<file path="src/rtl/seg_scan_driver.sv">
// Scan driver for a multiplexed seven-segment display: walks the hex digits of a
// double-buffered value, one slot every DIV cycles, with optional leading-zero blanking.
module seg_scan_driver #(
   parameter int DIGITS = 8,
   parameter int DIV    = 50000
) (
   input  logic                  clk,
   input  logic                  reset,
   input  logic                  load,
   input  logic [4*DIGITS-1:0]   value,
   input  logic                  blank_lz,
   output logic [3:0]            nibble,
   output logic [DIGITS-1:0]     sel,
   output logic                  blank,
   output logic                  pending,
   output logic                  frame_start
);

   localparam int CW = (DIV > 1) ? $clog2(DIV) : 1;
   localparam int IW = (DIGITS > 1) ? $clog2(DIGITS) : 1;

   logic [CW-1:0]         cnt;
   logic [IW-1:0]         idx;
   logic [4*DIGITS-1:0]   disp;
   logic [4*DIGITS-1:0]   shadow;
   logic [IW-1:0]         hi;
   logic                  tick;
   logic                  last;
   logic                  wrap;

   assign tick = (cnt == CW'(DIV - 1));
   assign last = (idx == IW'(DIGITS - 1));
   assign wrap = tick && last;

   always_ff @(posedge clk) begin
      if (reset) begin
         cnt         <= '0;
         idx         <= '0;
         disp        <= '0;
         shadow      <= '0;
         pending     <= 1'b0;
         frame_start <= 1'b0;
      end else begin
         cnt         <= tick ? '0 : cnt + CW'(1);
         frame_start <= wrap;
         if (tick)
            idx <= last ? '0 : idx + IW'(1);
         // Commit takes the old shadow; a same-cycle load stays pending for the next wrap.
         if (wrap && pending)
            disp <= shadow;
         if (load) begin
            shadow  <= value;
            pending <= 1'b1;
         end else if (wrap) begin
            pending <= 1'b0;
         end
      end
   end

   // Highest nonzero digit of the displayed value; 0 when the value is zero.
   always_comb begin
      hi = '0;
      for (int i = 1; i < DIGITS; i++)
         if (disp[4*i +: 4] != 4'd0)
            hi = IW'(i);
   end

   always_comb begin
      nibble = 4'd0;
      sel    = '0;
      for (int i = 0; i < DIGITS; i++) begin
         sel[i] = (idx == IW'(i));
         if (idx == IW'(i))
            nibble = disp[4*i +: 4];
      end
   end

   assign blank = blank_lz && (idx > hi);

endmodule

</file>
<file path="config.mk">
export PLATFORM = sky130hd
export DESIGN_NAME = seg_scan_driver
export DESIGN_NICKNAME = d
export VERILOG_FILES = /design/src/rtl/seg_scan_driver.sv
export SDC_FILE = /design/constraint.sdc
export NUM_CORES = 1
export LEC_CHECK = 0
export ABC_AREA = 0
export CELL_PAD_IN_SITES_DETAIL_PLACEMENT = 2
export CELL_PAD_IN_SITES_GLOBAL_PLACEMENT = 2
export CORE_UTILIZATION = 36
export CTS_BUF_LIST = sky130_fd_sc_hd__clkbuf_2
export DETAILED_ROUTE_END_ITERATION = 8
export PLACE_DENSITY_LB_ADDON = 0.1
export SYNTH_ARGS = -nofsm -noshare
export SYNTH_HDL_FRONTEND = slang
export SYNTH_SLANG_ARGS = --single-unit
</file>
<file path="constraint.sdc">
create_clock -name clk -period 2.85 [get_ports clk]
set_clock_uncertainty 0.1 [all_clocks]
set_input_delay 0.57 -clock clk [delete_from_list [all_inputs] [get_ports clk]]
set_output_delay 0.57 -clock clk [all_outputs]
set_load 0.05 [all_outputs]
</file>
==> metrics, run 1 <==
Worst EP required=2.18 ns; Final ANT Viol Nets=0; Syn Inst Count=455; Area after DPL=4840 sq um; # IOs=51; drt via density=5.11; PD cells=381 nW/um^2; Detail Placement HPWL=7930 microns; mean post-synth cell area=9.16 sq um; most common cell in the netlist=dfxtp_1; H-tree depth=3; Area Overhead vs Synth=25.2%; die span in x=110 microns; RSZ-0062 raised after global routing=true; Mapped Nets=501; Max Cap Viol=0; top post-synthesis cells by area=dfxtp_1, mux2i_1, nand2b_1; CP Data Arrival Time=2.65 ns; Synth top cells by count=dfxtp_1, nand2b_1, mux2i_1, nor2_1, a21oi_1; Overflow after GRT=0; asr flop ratio synth=0; Leak Pwr=0.00196 uW; clock period minus worst slack=3.32 ns; CTS tree=built; total negative slack=-0.812 ns; synth unique cells=44; flops & latches, synth=85; Pre-antenna DRT Iters=4; peak supply drop=0.221 mV; Clock Tree Root=clkbuf_2; clock sinks=85; Final Hold Slack=0.109 ns; Site Rows=38; CTS Hold Bufs=0; Synth Flop Type=dfxtp_1; Die Span Y=110 microns; outcome=complete, but fails checks; largest net degree at the start of global routing=58; Routed WL=11,200 microns; nature of the critical path startpoint=register; detailed-route via count=3,340; Synth Cell Area=4170 sq um; Fin. Hold Viols=0; worst-path maximum fanout=3; DR DRC count=0; layout cells sized above 1=0.175; clk_lat worst skew=0.57 ns; RePlAce Congestion=0.784; Final setup viols=5; worst hold path class=in2reg; Clock transition at path regs=0.21 ns; critical setup path kind=reg2out; slew margin rel.=0.572; worst slack at placement=0.0361 ns; number of global-route vias before repair=3,648; final net count=556; die area=12,000 sq um; Core Region=11,100 sq um; synth warn=0; wire per inst=17.2 microns; GR Util All Layers=0.202; Post-Layout Inst Area=5220 sq um; 1st-iter DRT viols=57; Seq/Total Area, Yosys=0.408; Post-synth EDFFs=0; Longest Clk Path Bufs=2; setup ws final=-0.474 ns; Inserted Clock Buffers=9; Util after Layout=0.471; Initial Utilization=0.376; top-area cell type share of the netlist area=0.408; Buffers on Ports=50; Final period util=1.17; fmax=301 MHz; Worst Tran Pin Value=0.641 ns; Slew Viols, Final=0; global-route wire length before repair=18,200 microns; Synth area leader=dfxtp_1; failing checks=negative setup slack; crit path capture type=primary output; initial antenna violation count=1
-- report_power, final --
part / internal, uW / switching [uW] / leakage, uW
Sequential: 1220 / 20.0 / 0.000695
Combinational: 92.0 / 70.0 / 0.00120
Clock: 189 / 396 / 0.0000604
-- registers in the layout (all words and copies together) (netlist names) --
register     flops
cnt             16
frame_start      1
idx              3
pending          1
shadow          32
disp            32
-- worst paths after layout --
| check | start | to | slack, ns | cells past startpoint |
|---|---|---|---|---|
| setup / recovery | disp[20] | blank | -0.47 | 9 |
| hold / removal | reset | pending | 0.11 | 2 |
| setup reg to reg | cnt[0] | disp[31] | 0.74 | 6 |
| hold reg to reg | shadow[25] | disp[25] | 0.37 | 2 |
-- per-stage QoR --
stage               instances  power, uW
finish                    654       1990
global route              654       2100
global placement          629       1420
floorplan                 455       1360
detailed placement        629       1430
CTS                       651       2030
-- critical path: stages (launching register included) --
cell and delay (ns):
dfxtp_2 0.38, or4_4 0.54, nand2b_4 0.16, a21oi_2 0.11, nor2_2 0.05, ha_1 0.29
nor2b_4 0.14, o21ai_2 0.06, a21oi_2 0.19, buf_12 0.16
-- repair_timing --
| item | in CTS | in global routing |
|---|---|---|
| gates resized for setup | 35 | 14 |
| buffers inserted | 8 | 2 |
| pin swaps | 12 | 10 |
| setup endpoints to repair | 7 | 5 |
-- logic make-up (layout without fill, tap and decap cells) --
logic type,after synthesis,count (layout),share of synthesized area
flip-flops,85,85,0.408
AND/OR/NAND/NOR,194,194,0.258
buffers and inverters,46,104,0.0582
AO/OA/AOI/OAI,40,40,0.0564
adder cells (fa/ha/maj),10,10,0.0300
XOR/XNOR,13,13,0.0273
multiplexers,67,67,0.161
other,0,1,0
-- layer usage --
metal,routed length (microns),global-route usage
met3,270,0.0403
met2,5840,0.368
met5,0,0
met1,4900,0.227
met4,228,0.0886
-- layout by cell type, fill, tap and decap left out, types with 9 or more instances in the layout --
master	instances
buf_4	28
clkbuf_2	10
clkdlybuf4s50_1	35
dfxtp_1	81
xnor2_1	9
mux2i_1	66
nor2_1	57
nand2b_1	67
inv_1	14
nand2_1	19
a21oi_1	14
-- final cells by class --
class	instances	area (sq um)
Multi-Input combinational cell	324	2460
Clock inverter	4	41.3
Sequential cell	85	1710
Tap cell	140	175
Inverter	17	71.3
Timing Repair Buffer	73	702
Antenna cell	1	2.50
Clock buffer	10	50.0
Fill cell	1205	5860
Note: power is estimated with default switching activity, not from simulation.
==> inputs of run 2 (changes only) <==
- CTS_CLUSTER_DIAMETER: default -> 100
==> results of run 2 <==
The final DEF is identical to that of run 1; final timing and power are the same.
